### src/rtl/ldl_fifo_rs_v1_if.sv
// Read-side bundle of the LDL FIFO: user read port, RAM read port and pointer exchange.
// master = read-side controller, slave = user/RAM/write-side environment.
interface ldl_fifo_rs_v1_if #(
    parameter int unsigned AW = 8,
    parameter int unsigned DW = 8
);
    logic          re;
    logic          empty;
    logic [AW-1:0] ra;
    logic [AW:0]   w_pt;
    logic [AW:0]   r_pt;
    logic          mr;
    logic [DW-1:0] rd;
    logic [DW-1:0] q;
    logic          qv;
    logic [AW+1:0] rcnt;

    modport master (
        input  re, w_pt, rd,
        output empty, ra, r_pt, mr, q, qv, rcnt
    );

    modport slave (
        output re, w_pt, rd,
        input  empty, ra, r_pt, mr, q, qv, rcnt
    );
endinterface

### src/rtl/ldl_fifo_rs_v1.sv
// LDL FIFO read-side controller: owns the read pointer and RAM read port, derives empty/count,
// and in show-ahead mode prefetches into a 2-entry output buffer for bubble-free reads.
module ldl_fifo_rs_v1 #(
    parameter int unsigned AW    = 8,
    parameter int unsigned DW    = 8,
    parameter int unsigned AHEAD = 1
) (
    input  logic                clk,
    input  logic                rst,
    ldl_fifo_rs_v1_if.master    io_rs
);
    localparam int unsigned PW = AW + 1;
    localparam int unsigned CW = AW + 2;

    logic [AW:0] r_pt;
    logic        w_mne;
    logic        w_mr;
    logic [AW:0] w_diff;

    assign w_mne       = (io_rs.w_pt != r_pt);
    assign w_diff      = io_rs.w_pt - r_pt;
    assign io_rs.r_pt  = r_pt;
    assign io_rs.ra    = r_pt[AW-1:0];
    assign io_rs.mr    = w_mr;

    // Read pointer advances on every RAM read; wrap bit toggles on natural overflow.
    always_ff @(posedge clk) begin
        if (rst) begin
            r_pt <= '0;
        end else if (w_mr) begin
            r_pt <= r_pt + PW'(1);
        end
    end

    generate
        if (AHEAD == 0) begin : g_norm
            logic r_qv;

            assign w_mr       = io_rs.re & w_mne;
            assign io_rs.empty = ~w_mne;
            assign io_rs.q    = io_rs.rd;
            assign io_rs.qv   = r_qv;
            assign io_rs.rcnt = CW'(w_diff);

            always_ff @(posedge clk) begin
                if (rst) begin
                    r_qv <= 1'b0;
                end else begin
                    r_qv <= w_mr;
                end
            end
        end else begin : g_ahead
            logic [1:0]    r_occ;
            logic          r_pend;
            logic [DW-1:0] r_q0;
            logic [DW-1:0] r_q1;
            logic          w_pop;
            logic [1:0]    w_occ_nxt;
            logic [1:0]    w_base;
            logic [DW-1:0] w_q0_nxt;
            logic [DW-1:0] w_q1_nxt;

            // pend=1 implies occ<=1, so occ+pend never exceeds 2 and fits two bits.
            assign w_pop      = io_rs.re & (r_occ != 2'd0);
            assign w_occ_nxt  = r_occ + 2'(r_pend) - 2'(w_pop);
            assign w_base     = r_occ - 2'(w_pop);
            assign w_mr       = w_mne & (w_occ_nxt < 2'd2);

            assign io_rs.empty = (r_occ == 2'd0);
            assign io_rs.qv   = (r_occ != 2'd0);
            assign io_rs.q    = r_q0;
            assign io_rs.rcnt = CW'(w_diff) + CW'(r_occ) + CW'(r_pend);

            // Pop shifts skid into head; landing data fills the lowest free entry after the pop.
            always_comb begin
                w_q0_nxt = r_q0;
                w_q1_nxt = r_q1;
                if (w_pop) begin
                    w_q0_nxt = r_q1;
                end
                if (r_pend && (w_base == 2'd0)) begin
                    w_q0_nxt = io_rs.rd;
                end
                if (r_pend && (w_base == 2'd1)) begin
                    w_q1_nxt = io_rs.rd;
                end
            end

            always_ff @(posedge clk) begin
                if (rst) begin
                    r_occ  <= 2'd0;
                    r_pend <= 1'b0;
                    r_q0   <= '0;
                    r_q1   <= '0;
                end else begin
                    r_occ  <= w_occ_nxt;
                    r_pend <= w_mr;
                    r_q0   <= w_q0_nxt;
                    r_q1   <= w_q1_nxt;
                end
            end
        end
    endgenerate
endmodule

### src/flat_wrapper.sv
// flat-port wrapper written by rule: the top's interface ports become plain ports
module ldl_fifo_rs_v1_flat 
#(
    parameter int unsigned AW    = 8,
    parameter int unsigned DW    = 8,
    parameter int unsigned AHEAD = 1
)
  (clk, rst, io_rs_re, io_rs_w_pt, io_rs_rd, io_rs_empty, io_rs_ra, io_rs_r_pt, io_rs_mr, io_rs_q, io_rs_qv, io_rs_rcnt);
  ldl_fifo_rs_v1_if #(.AW(AW), .DW(DW)) io_rs_i ();
  input  logic clk;
  input  logic rst;
  input wire logic [$bits(io_rs_i.re)-1:0] io_rs_re;
  input wire logic [$bits(io_rs_i.w_pt)-1:0] io_rs_w_pt;
  input wire logic [$bits(io_rs_i.rd)-1:0] io_rs_rd;
  output wire logic [$bits(io_rs_i.empty)-1:0] io_rs_empty;
  output wire logic [$bits(io_rs_i.ra)-1:0] io_rs_ra;
  output wire logic [$bits(io_rs_i.r_pt)-1:0] io_rs_r_pt;
  output wire logic [$bits(io_rs_i.mr)-1:0] io_rs_mr;
  output wire logic [$bits(io_rs_i.q)-1:0] io_rs_q;
  output wire logic [$bits(io_rs_i.qv)-1:0] io_rs_qv;
  output wire logic [$bits(io_rs_i.rcnt)-1:0] io_rs_rcnt;
  assign io_rs_i.re = io_rs_re;
  assign io_rs_i.w_pt = io_rs_w_pt;
  assign io_rs_i.rd = io_rs_rd;
  assign io_rs_empty = io_rs_i.empty;
  assign io_rs_ra = io_rs_i.ra;
  assign io_rs_r_pt = io_rs_i.r_pt;
  assign io_rs_mr = io_rs_i.mr;
  assign io_rs_q = io_rs_i.q;
  assign io_rs_qv = io_rs_i.qv;
  assign io_rs_rcnt = io_rs_i.rcnt;
  ldl_fifo_rs_v1 #(.AW(AW), .DW(DW), .AHEAD(AHEAD)) u_core (.clk(clk), .rst(rst), .io_rs(io_rs_i));
endmodule
### config.mk
export PLATFORM = sky130hd
export DESIGN_NAME = ldl_fifo_rs_v1_flat
export DESIGN_NICKNAME = d
export VERILOG_FILES = /design/src/rtl/ldl_fifo_rs_v1_if.sv /design/src/rtl/ldl_fifo_rs_v1.sv /design/src/flat_wrapper.sv
export SDC_FILE = /design/constraint.sdc
export NUM_CORES = 1
export LEC_CHECK = 0
export ABC_AREA = 0
export CAP_MARGIN = 20
export CELL_PAD_IN_SITES_DETAIL_PLACEMENT = 2
export CELL_PAD_IN_SITES_GLOBAL_PLACEMENT = 2
export CORE_MARGIN = 2
export CORE_UTILIZATION = 29
export DETAILED_ROUTE_END_ITERATION = 6
export PLACE_DENSITY_LB_ADDON = 0.15
export SETUP_SLACK_MARGIN = 0.5
export SLEW_MARGIN = 25
export SYNTH_ARGS = -nofsm -noshare
export SYNTH_HDL_FRONTEND = slang
export SYNTH_SLANG_ARGS = --single-unit
export TNS_END_PERCENT = 5
### constraint.sdc
create_clock -name clk -period 5.37 [get_ports clk]
set_input_delay 1.074 -clock clk [delete_from_list [all_inputs] [get_ports clk]]
set_output_delay 1.074 -clock clk [all_outputs]
set_load 0.02 [all_outputs]
==> impl_summary.log <==
INFO  metric status = finished, final reports clean
INFO  metric worst-endpoint-arrival = 3.94 ns
INFO  metric path_cells = clkdlybuf4s50_1 -> inv_1 -> ha_1 -> inv_1 -> fa_1 -> a211oi_4 -> nor2_1 -> xor2_1 -> and2_1 -> nand2_1 -> xnor2_1 -> clkdlybuf4s50_1
INFO  metric synth_top_cell_area_share = 0.2947
INFO  metric max_stage_delay = 0.62 ns
INFO  metric maxCapViolations = 0
INFO  metric finalSetupViolations = 0
INFO  metric grt_use_total = 0.1425
INFO  metric drc_violation_count_after_routing = 0
INFO  metric final_clock_period_utilization_by_the_worst_path = 0.9332
INFO  metric cts.repair_timing.setup_buffer_count = 0
INFO  metric io_buffer_count = 57
INFO  metric vias = 1638
INFO  metric timing.setup.tns = 0 ns
INFO  metric hold_removal_path_class = reg -> reg
INFO  metric slew_headroom = 0.5645
INFO  metric detailed_place_hpwl = 3911 um
INFO  metric cts.htree.levels = 1
INFO  metric most_frequent_standard_cell_in_the_layout_excluding_fill_and_tap_cells = sky130_fd_sc_hd__clkdlybuf4s50_1
INFO  metric dp.cells = 340
INFO  metric clock_skew = 0.003356 ns
INFO  metric yosysUniqueCellTypes = 39
INFO  metric worstSetupStartpointType = primary input
INFO  metric syn-cell-area = 0.001902 mm2
INFO  metric synth-seq-area-share = 0.2947
INFO  metric clk_transition_reported_paths = 0.10 ns
INFO  metric most-common-layout-cells = sky130_fd_sc_hd__clkdlybuf4s50_1, sky130_fd_sc_hd__nor2_1, sky130_fd_sc_hd__dfxtp_1
INFO  metric drt-initial-drc-count = 42
INFO  metric design.die.area = 0.007222 mm2
INFO  metric num-nets-final = 303
INFO  metric power.density_cell_area = 478.3 mW/mm2
INFO  metric grt_max_degree = 29
INFO  metric timing.critical_path.fanout_max = 4
INFO  metric initial_utilization = 0.2995
INFO  metric root_buffer_cell = sky130_fd_sc_hd__clkbuf_8
INFO  metric ys_seq_elements = 28
INFO  metric measured_slew_at_the_worst_slew_check_pin = 0.6515 ns
INFO  metric cts_buffers = 3
INFO  metric tritoncts = done
INFO  metric critical_path_top_delay_cell = sky130_fd_sc_hd__clkdlybuf4s50_1
INFO  metric synth_area_leader_cell = sky130_fd_sc_hd__dfxtp_1
INFO  metric floorplan.io_pins = 58
INFO  metric finalCriticalPeriod = 5.011 ns
INFO  metric floorplan.rows = 29
INFO  metric dr.pass1.iters = 3
INFO  metric synth.area.top_cells = sky130_fd_sc_hd__dfxtp_1, sky130_fd_sc_hd__mux2i_1, sky130_fd_sc_hd__ha_1
INFO  metric cp.required = 4.30 ns
INFO  metric grt_setup_unrepaired = yes
INFO  metric final_cells = 344
INFO  metric cts_hold_buffers = 0
INFO  metric worst_case_vdd_ir_drop = 344.6 uV
INFO  metric max_clock_freq = 199.6 MHz
INFO  metric drt-total-wl = 4935 um
INFO  metric gpl.final_weighted_congestion = 0.7322
INFO  metric mappedNetlistNets = 255
INFO  metric syn_area_per_cell = 8.645 um2
INFO  metric synthesis.yosys.warnings = 0
INFO  metric core-area = 0.006350 mm2
INFO  metric first_global_vias = 1768
INFO  metric globalRoute.totalOverflow = 0
INFO  metric finalHoldViolations = 0
INFO  metric worst-setup-path-type = in -> out
INFO  metric cts_max_path_buffers = 2
INFO  metric worst_setup_path_end_kind = primary output
INFO  metric routedWlPerCell = 14.35 um
INFO  metric n_antenna_cell = 0
INFO  metric die_width = 84.98 um
INFO  metric final_core_utilization = 0.4018
INFO  metric grt_antenna_before_repair = 0
INFO  metric synthCells = 220
INFO  metric final_max_slew_viol_count = 0
INFO  metric dieHeight = 84.98 um
INFO  metric power.static_leakage = 0.001013 uW
INFO  metric drt-vias-per-instance = 4.762
INFO  metric clk-insertion-delay-late = 0.28 ns
INFO  metric antenna_left = 0
INFO  metric area_delta_synth_final = 34.14%
INFO  metric clock-sinks = 28
INFO  metric total_power = 1220 uW
INFO  metric grt_pass1_wl = 8452 um
INFO  metric drive_above_1_share = 0.05243
path summary, 6_finish.rpt:
kind | start | slack [ns] | endpoint | depth (start not counted)
hold reg to reg | u_core.g_ahead.r_q1[6] | 0.51 | u_core.g_ahead.r_q1[6] | 2
hold / removal | u_core.g_ahead.r_q1[6] | 0.51 | u_core.g_ahead.r_q1[6] | 2
setup reg to reg | u_core.g_ahead.r_occ[1] | 2.82 | u_core.io_rs.r_pt[7] | 14
setup / recovery | io_rs_w_pt[0] | 0.36 | io_rs_rcnt[5] | 12
per-stage QoR:
stage	hold WS, ns	setup WS [ns]	area [um2]
finish	0.5087	0.3587	2551
global route	0.5409	0.1651	2551
CTS	0.5157	0.3128	2541
detailed placement	0.4909	0.1156	2474
global placement	0.4802	0.2438	2479
floorplan	0.4596	0.9768	1902
cells by family (layout without fill, tap and decap cells):
| family | Yosys count | count (layout) | share of synthesized area |
|---|---|---|---|
| buffers and inverters | 34 | 81 | 0.08881 |
| muxes | 17 | 17 | 0.08947 |
| DFF | 28 | 28 | 0.2947 |
| AOI/OAI and AO/OA | 25 | 25 | 0.09735 |
| adders and majority gates | 15 | 15 | 0.1105 |
| xor gates and xnor gates | 24 | 24 | 0.1178 |
| and+or+nand+nor | 77 | 77 | 0.2013 |
worst max-delay path, delay by kind of cell:
family / cells / cell delay (ns)
buffers and inverters: 4 / 1.15
AO/OA/AOI/OAI: 1 / 0.30
adder cells (fa/ha/maj): 2 / 0.62
AND/OR/NAND/NOR: 3 / 0.40
XOR/XNOR: 2 / 0.40
synthesized netlist by cell type, drive strengths merged:
cell type	count
nand2b	1
buf	10
nor2	36
nand3	12
xnor3	1
nor2b	3
nand2	12
and2	1
and4	1
o21ai	2
xnor2	16
fa	3
o21a	1
ha	12
dfxtp	28
nand4	3
clkbuf	5
nor3	2
and3b	1
or2b	1
and3	1
o31ai	1
clkinv	1
xor2	7
o211ai	3
mux2i	17
inv	18
or4b	1
a211oi	11
a21oi	5
nor4	1
nor4b	1
a21o	2
registers in the layout, indices dropped and copies added (netlist names):
| name | count |
|---|---|
| u_core.io_rs.r_pt | 9 |
| u_core.g_ahead.r_q1 | 8 |
| u_core.g_ahead.r_occ | 2 |
| u_core.g_ahead.r_pend | 1 |
| u_core.io_rs.q | 8 |
area by class of cell:
cell class	count	area [um2]
inverter	19	71.32
multi-input combinational	158	1180
timing repair buffer	58	571.8
fill	732	3799
tap	77	96.34
clock inverter	1	30.03
sequential	28	560.5
clock buffer	3	41.29
power by group:
group          internal, uW  switching [uW]  total [uW]  leakage, uW
clock                  99.9            69.5         169    0.0000357
combinational           345             398         743     0.000749
sequential              265            42.1         308     0.000228
total                   710             510        1220      0.00101
routing by layer:
layer	global-route usage	wire [um]	vias to the layer above	part of all wire
met3	0.01946	140	4	0.028
met4	0.03463	46	0	0.0093
met2	0.2322	2258	33	0.46
li1	-	-	822	-
met1	0.1994	2489	779	0.50
met5	0	0	-	0
repair_timing:
action / CTS / global route
pin swaps: 1 / 0
gates resized for setup: 3 / 2
setup endpoints to repair: 6 / 7
Power figures use the tool's default switching activity.
